$ cat src/rtl/cpu_bus_serdes_if.sv
// CPU request/ack signals and narrow pad-lane signals of cpu_bus_serdes.
// slave = the serdes itself, master = core plus pad environment.
interface cpu_bus_serdes_if #(
    parameter int unsigned ADDR_W = 32,
    parameter int unsigned DATA_W = 32,
    parameter int unsigned LANE_W = 8
);
    logic              cpu_req;
    logic              cpu_we;
    logic [ADDR_W-1:0] cpu_addr;
    logic [DATA_W-1:0] cpu_wdata;
    logic              cpu_ack;
    logic [DATA_W-1:0] cpu_rdata;
    logic              busy;
    logic [LANE_W-1:0] bus_addr_o;
    logic [LANE_W-1:0] bus_data_o;
    logic [LANE_W-1:0] bus_data_i;
    logic [LANE_W-1:0] bus_data_oe;
    logic              bus_frame;
    logic              bus_ready_i;

    modport master (
        output cpu_req, cpu_we, cpu_addr, cpu_wdata, bus_data_i, bus_ready_i,
        input  cpu_ack, cpu_rdata, busy, bus_addr_o, bus_data_o, bus_data_oe, bus_frame
    );

    modport slave (
        input  cpu_req, cpu_we, cpu_addr, cpu_wdata, bus_data_i, bus_ready_i,
        output cpu_ack, cpu_rdata, busy, bus_addr_o, bus_data_o, bus_data_oe, bus_frame
    );
endinterface

$ cat src/rtl/cpu_bus_serdes.sv
// Serialises one CPU transaction onto LANE_W-wide pad lanes (ADDR, CMD, DATA beats)
// and reassembles read data. Define BUS_WAIT_EN to advance beats only on bus_ready_i.
module cpu_bus_serdes #(
    parameter int unsigned ADDR_W = 32,
    parameter int unsigned DATA_W = 32,
    parameter int unsigned LANE_W = 8
) (
    input logic             clk,
    input logic             rst_n,
    cpu_bus_serdes_if.slave bus
);
    localparam int unsigned A_BEATS   = ADDR_W / LANE_W;
    localparam int unsigned D_BEATS   = DATA_W / LANE_W;
    localparam int unsigned MAX_BEATS = (A_BEATS > D_BEATS) ? A_BEATS : D_BEATS;
    localparam int unsigned CNT_W     = (MAX_BEATS > 1) ? $clog2(MAX_BEATS) : 1;
    localparam logic [CNT_W-1:0] A_LAST = CNT_W'(A_BEATS - 1);
    localparam logic [CNT_W-1:0] D_LAST = CNT_W'(D_BEATS - 1);

    typedef enum logic [2:0] {IDLE, ADDR, CMD, DATA, DONE} state_t;

    state_t            state;
    logic [CNT_W-1:0]  beat;
    logic              we_q;
    logic [ADDR_W-1:0] addr_sh;
    logic [DATA_W-1:0] wdata_sh;
    logic [DATA_W-1:0] rd_sh;
    logic [DATA_W-1:0] rd_next;
    logic [LANE_W-1:0] cmd_word;
    logic              advance;

`ifdef BUS_WAIT_EN
    assign advance = bus.bus_ready_i;
`else
    logic unused_ready;
    assign advance      = 1'b1;
    assign unused_ready = bus.bus_ready_i;
`endif

    // Latched address/write data are kept as shift registers: the next slice is always
    // in the low lane, and read data shifts in from the top so slice 0 ends up lowest.
    generate
        if (D_BEATS > 1) begin : g_rd_multi
            assign rd_next = {bus.bus_data_i, rd_sh[DATA_W-1:LANE_W]};
        end else begin : g_rd_single
            assign rd_next = bus.bus_data_i;
        end
    endgenerate

    always_comb begin
        cmd_word    = '0;
        cmd_word[0] = we_q;
        cmd_word[1] = 1'b1;
    end

    always_ff @(posedge clk or negedge rst_n) begin
        if (!rst_n) begin
            state           <= IDLE;
            beat            <= '0;
            we_q            <= 1'b0;
            addr_sh         <= '0;
            wdata_sh        <= '0;
            rd_sh           <= '0;
            bus.cpu_ack     <= 1'b0;
            bus.cpu_rdata   <= '0;
            bus.busy        <= 1'b0;
            bus.bus_addr_o  <= '0;
            bus.bus_data_o  <= '0;
            bus.bus_data_oe <= '0;
            bus.bus_frame   <= 1'b0;
        end else begin
            unique case (state)
                IDLE: begin
                    if (bus.cpu_req) begin
                        state          <= ADDR;
                        beat           <= '0;
                        we_q           <= bus.cpu_we;
                        addr_sh        <= bus.cpu_addr >> LANE_W;
                        wdata_sh       <= bus.cpu_wdata;
                        bus.bus_addr_o <= bus.cpu_addr[LANE_W-1:0];
                        bus.bus_frame  <= 1'b1;
                        bus.busy       <= 1'b1;
                    end
                end
                ADDR: begin
                    if (advance) begin
                        if (beat == A_LAST) begin
                            state          <= CMD;
                            beat           <= '0;
                            bus.bus_addr_o <= cmd_word;
                        end else begin
                            beat           <= beat + 1'b1;
                            bus.bus_addr_o <= addr_sh[LANE_W-1:0];
                            addr_sh        <= addr_sh >> LANE_W;
                        end
                    end
                end
                CMD: begin
                    if (advance) begin
                        state          <= DATA;
                        beat           <= '0;
                        bus.bus_addr_o <= '0;
                        if (we_q) begin
                            bus.bus_data_o  <= wdata_sh[LANE_W-1:0];
                            bus.bus_data_oe <= '1;
                            wdata_sh        <= wdata_sh >> LANE_W;
                        end
                    end
                end
                DATA: begin
                    if (advance) begin
                        if (!we_q) begin
                            rd_sh <= rd_next;
                        end
                        if (beat == D_LAST) begin
                            state           <= DONE;
                            beat            <= '0;
                            bus.bus_frame   <= 1'b0;
                            bus.bus_data_o  <= '0;
                            bus.bus_data_oe <= '0;
                            bus.cpu_ack     <= 1'b1;
                            if (!we_q) begin
                                bus.cpu_rdata <= rd_next;
                            end
                        end else begin
                            beat <= beat + 1'b1;
                            if (we_q) begin
                                bus.bus_data_o <= wdata_sh[LANE_W-1:0];
                                wdata_sh       <= wdata_sh >> LANE_W;
                            end
                        end
                    end
                end
                DONE: begin
                    state       <= IDLE;
                    bus.cpu_ack <= 1'b0;
                    bus.busy    <= 1'b0;
                end
                default: state <= IDLE;
            endcase
        end
    end
endmodule
$ cat src/flat_wrapper.sv
// flat-port wrapper written by rule: the top's interface ports become plain ports
module cpu_bus_serdes_flat 
#(
    parameter int unsigned ADDR_W = 32,
    parameter int unsigned DATA_W = 32,
    parameter int unsigned LANE_W = 8
)
  (clk, rst_n, bus_cpu_req, bus_cpu_we, bus_cpu_addr, bus_cpu_wdata, bus_bus_data_i, bus_bus_ready_i, bus_cpu_ack, bus_cpu_rdata, bus_busy, bus_bus_addr_o, bus_bus_data_o, bus_bus_data_oe, bus_bus_frame);
  cpu_bus_serdes_if #(.ADDR_W(ADDR_W), .DATA_W(DATA_W), .LANE_W(LANE_W)) bus_i ();
  input logic clk;
  input logic rst_n;
  input wire logic [$bits(bus_i.cpu_req)-1:0] bus_cpu_req;
  input wire logic [$bits(bus_i.cpu_we)-1:0] bus_cpu_we;
  input wire logic [$bits(bus_i.cpu_addr)-1:0] bus_cpu_addr;
  input wire logic [$bits(bus_i.cpu_wdata)-1:0] bus_cpu_wdata;
  input wire logic [$bits(bus_i.bus_data_i)-1:0] bus_bus_data_i;
  input wire logic [$bits(bus_i.bus_ready_i)-1:0] bus_bus_ready_i;
  output wire logic [$bits(bus_i.cpu_ack)-1:0] bus_cpu_ack;
  output wire logic [$bits(bus_i.cpu_rdata)-1:0] bus_cpu_rdata;
  output wire logic [$bits(bus_i.busy)-1:0] bus_busy;
  output wire logic [$bits(bus_i.bus_addr_o)-1:0] bus_bus_addr_o;
  output wire logic [$bits(bus_i.bus_data_o)-1:0] bus_bus_data_o;
  output wire logic [$bits(bus_i.bus_data_oe)-1:0] bus_bus_data_oe;
  output wire logic [$bits(bus_i.bus_frame)-1:0] bus_bus_frame;
  assign bus_i.cpu_req = bus_cpu_req;
  assign bus_i.cpu_we = bus_cpu_we;
  assign bus_i.cpu_addr = bus_cpu_addr;
  assign bus_i.cpu_wdata = bus_cpu_wdata;
  assign bus_i.bus_data_i = bus_bus_data_i;
  assign bus_i.bus_ready_i = bus_bus_ready_i;
  assign bus_cpu_ack = bus_i.cpu_ack;
  assign bus_cpu_rdata = bus_i.cpu_rdata;
  assign bus_busy = bus_i.busy;
  assign bus_bus_addr_o = bus_i.bus_addr_o;
  assign bus_bus_data_o = bus_i.bus_data_o;
  assign bus_bus_data_oe = bus_i.bus_data_oe;
  assign bus_bus_frame = bus_i.bus_frame;
  cpu_bus_serdes #(.ADDR_W(ADDR_W), .DATA_W(DATA_W), .LANE_W(LANE_W)) u_core (.clk(clk), .rst_n(rst_n), .bus(bus_i));
endmodule
$ cat config.mk
export PLATFORM = sky130hd
export DESIGN_NAME = cpu_bus_serdes_flat
export DESIGN_NICKNAME = d
export VERILOG_FILES = /design/src/rtl/cpu_bus_serdes_if.sv /design/src/rtl/cpu_bus_serdes.sv /design/src/flat_wrapper.sv
export SDC_FILE = /design/constraint.sdc
export NUM_CORES = 1
export LEC_CHECK = 0
export BUFFER_PORTS_ARGS = -buffer_cell sky130_fd_sc_hd__buf_2
export CORE_AREA = 2 2 109 111
export DETAILED_ROUTE_END_ITERATION = 8
export DIE_AREA = 0 0 111 113
export GPL_TIMING_DRIVEN = 0
export PLACE_DENSITY = 0.87
export SLEW_MARGIN = 20
export SYNTH_ARGS = -nofsm -noshare
export SYNTH_HDL_FRONTEND = slang
export SYNTH_SLANG_ARGS = --single-unit
$ cat constraint.sdc
create_clock -name clk -period 2 [get_ports clk]
set_clock_uncertainty 0.1 [all_clocks]
set_input_delay 0.1 -clock clk [delete_from_list [all_inputs] [get_ports clk]]
set_output_delay 0.1 -clock clk [all_outputs]
set_load 0.01 [all_outputs]
==> impl_table.tex <==
\begin{tabular}{lr}
\hline
Metric & Value \\
\hline
\multicolumn{2}{l}{\textbf{Outcome}} \\
Result of the run & finished, final reports clean \\
\multicolumn{2}{l}{\textbf{Die}} \\
Initial Util & 0.5314 \\
Number of standard-cell rows in the floorplan & 39 \\
X dimension of the die & 111 um \\
Die Footprint & 12,540 um2 \\
I/O pin count & 136 \\
Height of the die & 113 um \\
Core footprint & 11,270 um2 \\
\multicolumn{2}{l}{\textbf{Synthesis}} \\
Synthesis warning total & 0 \\
Number of synthesized register bits & 138 \\
Sequential fraction of the synthesis area & 0.5766 \\
Number of cells produced by synthesis & 489 \\
Post-Synthesis Net Count & 567 \\
Distinct cell type count after synthesis & 37 \\
Combined area of all synthesized cells & 5989 um2 \\
Avg Inst Size Synth & 12.25 um2 \\
\multicolumn{2}{l}{\textbf{Critical path}} \\
Worst Reg-to-Reg Cells & 8 \\
Kind of end point of the critical path & flop \\
Startpoint of the worst-slack reg-to-reg timing path & u\_core.state[2] \\
Max Fanout on Critical Path & 10 \\
Data arrival, critical path & 2.19 ns \\
Reg2reg end & u\_core.bus.cpu\_rdata[25] \\
Register-to-register setup slack & 0.003 ns \\
Type of the worst setup path & flop to flop \\
CP required & 2.20 ns \\
CP Launch Type & flop \\
\multicolumn{2}{l}{\textbf{Clock network}} \\
Total clock buffers created by CTS & 17 \\
Clock-pin slew on the worst setup and hold paths & 0.06 ns \\
Depth of the CTS H-tree & 4 \\
CTS max path bufs & 2 \\
Clock sink count & 138 \\
Worst-skew pair later-pin latency & 0.42 ns \\
CTS tree & yes \\
CTS Root Buffer Type & clkbuf\_16 \\
\multicolumn{2}{l}{\textbf{Drt}} \\
Via density per instance & 5.593 \\
Iter 0 DRT Violations & 350 \\
Detail Route Antenna Nets & 0 \\
Remaining routing DRC violations & 0 \\
Wire length per cell & 19.66 um \\
Total wirelength of the detailed-routed design & 17.32 mm \\
Via count & 4,927 \\
First-pass iteration count of the detailed router & 6 \\
\multicolumn{2}{l}{\textbf{Power and ir drop}} \\
Overall power & 0.01417 W \\
Areal power density over the cells & 1695 nW/um2 \\
P\_leak & 4.102 nW \\
Worst voltage drop across the vdd grid & 0.9968 mV \\
\multicolumn{2}{l}{\textbf{Timing}} \\
Final worst-path cycle share & 0.9986 \\
Number of setup violations in the final report & 0 \\
Slew of the pin with the lowest slew margin & 0.7020 ns \\
Final Max Tran Viols & 0 \\
Worst max-slew margin expressed relative to the limit & 0.5295 \\
Hold Violations, Final & 0 \\
Fmax & 0.5007 GHz \\
Hold Worst Slack & 0.07281 ns \\
Clock period minus worst slack & 1.997 ns \\
\multicolumn{2}{l}{\textbf{Place}} \\
Number of input and output port buffers inserted & 134 \\
Post-detailed-placement cell area & 6877 um2 \\
Final weighted congestion of routability-driven global placement & 0.8053 \\
Detailed-placement wirelength estimate & 9.151 mm \\
\multicolumn{2}{l}{\textbf{Global routing}} \\
Most Crowded Layer GR & met2 \\
Via count of the first global-routing pass & 5,294 \\
GR Util met3 & 0.07070 \\
Met1 Track Usage GR & 0.3214 \\
Aggregate global routing overflow & 0 \\
Maximum number of pins on one net before global-route repair & 91 \\
Met2 routing resource usage after global routing & 0.4945 \\
Gr usage total & 0.2793 \\
Antenna violations before repair & 0 \\
Wire length of the first global-routing pass & 27.31 mm \\
\multicolumn{2}{l}{\textbf{Finish}} \\
Area Overhead vs Synth & 39.63\% \\
\# nets final & 803 \\
Summed area of non-filler cells in the final layout & 8363 um2 \\
Fraction of layout cells with a size suffix above 1 & 0.3984 \\
Final Core Density & 0.7419 \\
Antenna diodes & 0 \\
\multicolumn{2}{l}{\textbf{Job}} \\
Max\_cap viols & 0 \\
\multicolumn{2}{l}{\textbf{Min path}} \\
Hold crit path type & primary input to asynchronous set/reset pin \\
\hline
\end{tabular}
cell type report:
type / instances / area (um2)
sequential: 138 / 3455
fill: 649 / 2909
multi-input combinational: 309 / 2288
timing repair buffer: 217 / 1559
clock buffer: 25 / 505.5
buffer: 34 / 259.0
tap: 143 / 178.9
clock inverter: 7 / 87.58
inverter: 8 / 30.03
state kept, by name, indices dropped and copies added, names as in the netlist, 2 cells and up:
signal / flops
u_core.wdata_sh: 32
u_core.beat: 2
u_core.rd_sh: 24
u_core.bus.cpu_rdata: 32
u_core.bus.bus_addr_o: 8
u_core.bus.bus_data_o: 8
u_core.state: 3
u_core.addr_sh: 24
placed cells by master, fill, tap and decap left out, types with 2 or more instances in the layout:
cell           netlist  routed
buf_8                0       3
mux2_4              21      21
buf_2                6     138
o21ai_0             31      29
a22oi_1              7       7
o21ai_1              4       6
nor2_1               4       4
nand2_1            103     103
bufinv_16            0       2
nand3_1              8       8
clkbuf_2             0       4
clkbuf_16            0      19
clkbuf_1             9       7
a21oi_1             11      11
clkbuf_8             0       5
a22o_1               8       8
xor2_1               2       2
a211o_1              2       2
buf_4               10      15
mux2i_1             24      24
nor3_2               1       2
nor2_4               1       2
nand2_2              2       2
inv_1                7       7
mux2_2              60      60
buf_6                9       7
nand2b_1             4       4
dlygate4sd3_1        0      75
dfrtp_1            138     137
o31ai_1              3       3
clkinv_2             0       4
synth_stat cells:
master    count  area [um2]
dfrtp_1     138        3453
nand2_1     103       386.6
mux2_2       60       675.7
o21ai_0      31       155.2
mux2i_1      24       240.2
mux2_4       21       315.3
a21oi_1      11       55.05
buf_4        10       75.07
buf_6         9       101.4
clkbuf_1      9       33.78
a22o_1        8       70.07
nand3_1       8       40.04
a22oi_1       7       52.55
inv_1         7       26.28
buf_2         6       30.03
nand2b_1      4       25.02
nor2_1        4       15.01
o21ai_1       4       20.02
o31ai_1       3       22.52
a211o_1       2       17.52
nand2_2       2       12.51
nor3_1        2       10.01
xor2_1        2       17.52
a21o_1        1       7.510
a31oi_1       1       6.260
a32oi_2       1       16.27
clkinv_1      1       3.750
ha_1          1       12.51
mux2_1        1       11.26
nand3_4       1       17.52
nor2_2        1       6.260
nor2_4        1       11.26
nor2b_1       1       6.260
nor3_2        1       10.01
nor3_4        1       16.27
nor3b_1       1       7.510
or2_2         1       6.260
worst max path at each step:
stage	cells past startpoint	startpoint	endpoint
after detailed placement	6	u_core.beat[0]	u_core.wdata_sh[22]
after global placement	1	rst_n	u_core.addr_sh[10]
after CTS	5	u_core.state[1]	u_core.rd_sh[29]
final	8	u_core.state[2]	u_core.bus.cpu_rdata[25]
after global routing	8	u_core.state[2]	u_core.bus.cpu_rdata[25]
after floorplan	6	u_core.beat[0]	u_core.wdata_sh[21]
kinds of logic (layout without fill, tap and decap cells):
| kind of cell | count (synthesis) | in the layout | share of synthesized area |
|---|---|---|---|
| DFF | 138 | 138 | 0.5766 |
| and+or+nand+nor | 131 | 131 | 0.09526 |
| muxes | 106 | 106 | 0.2074 |
| AOI/OAI and AO/OA | 69 | 69 | 0.07061 |
| buffers and inverters | 42 | 291 | 0.04512 |
| xor gates and xnor gates | 2 | 2 | 0.002925 |
| adders and majority gates | 1 | 1 | 0.002089 |
per-stage QoR:
step / std cells / setup TNS (ns) / worst slack, ns
CTS: 874 / -0.0008169 / -0.0008169
floorplan: 489 / 0 / 0.1610
finish: 881 / 0 / 0.002724
detailed placement: 767 / -0.1104 / -0.03386
global placement: 766 / -137.68 / -1.008
global route: 881 / -0.1043 / -0.03835
repair_timing:
item                                    4_1_cts  5_1_grt
gates resized for setup                       3       20
hold buffers                                 75        0
setup buffers                                 0        5
endpoints found under the setup margin       25       78
pin swaps                                     0        2
cloned                                        0        2
endpoints found under the hold margin       220        0
critical path: stages (launching register included):
cell      delay (ns)
dfrtp_1         0.35
clkbuf_4        0.20
nor2b_1         0.14
buf_4           0.14
nand3_4         0.10
nor2_4          0.15
buf_12          0.14
buf_6           0.16
mux2_2          0.38
report_power, final:
part	internal (W)	switching [W]	total (W)
clock network	0.00199	0.00116	0.00315
registers	0.00412	0.000909	0.00503
logic	0.00292	0.00307	0.00599
layer usage:
layer,vias to the layer above,wire length (um)
li1,2157,-
met1,2426,6402
met2,289,9080
met3,55,1202
met4,0,636
met5,-,0
Note: power is estimated with default switching activity, not from simulation.
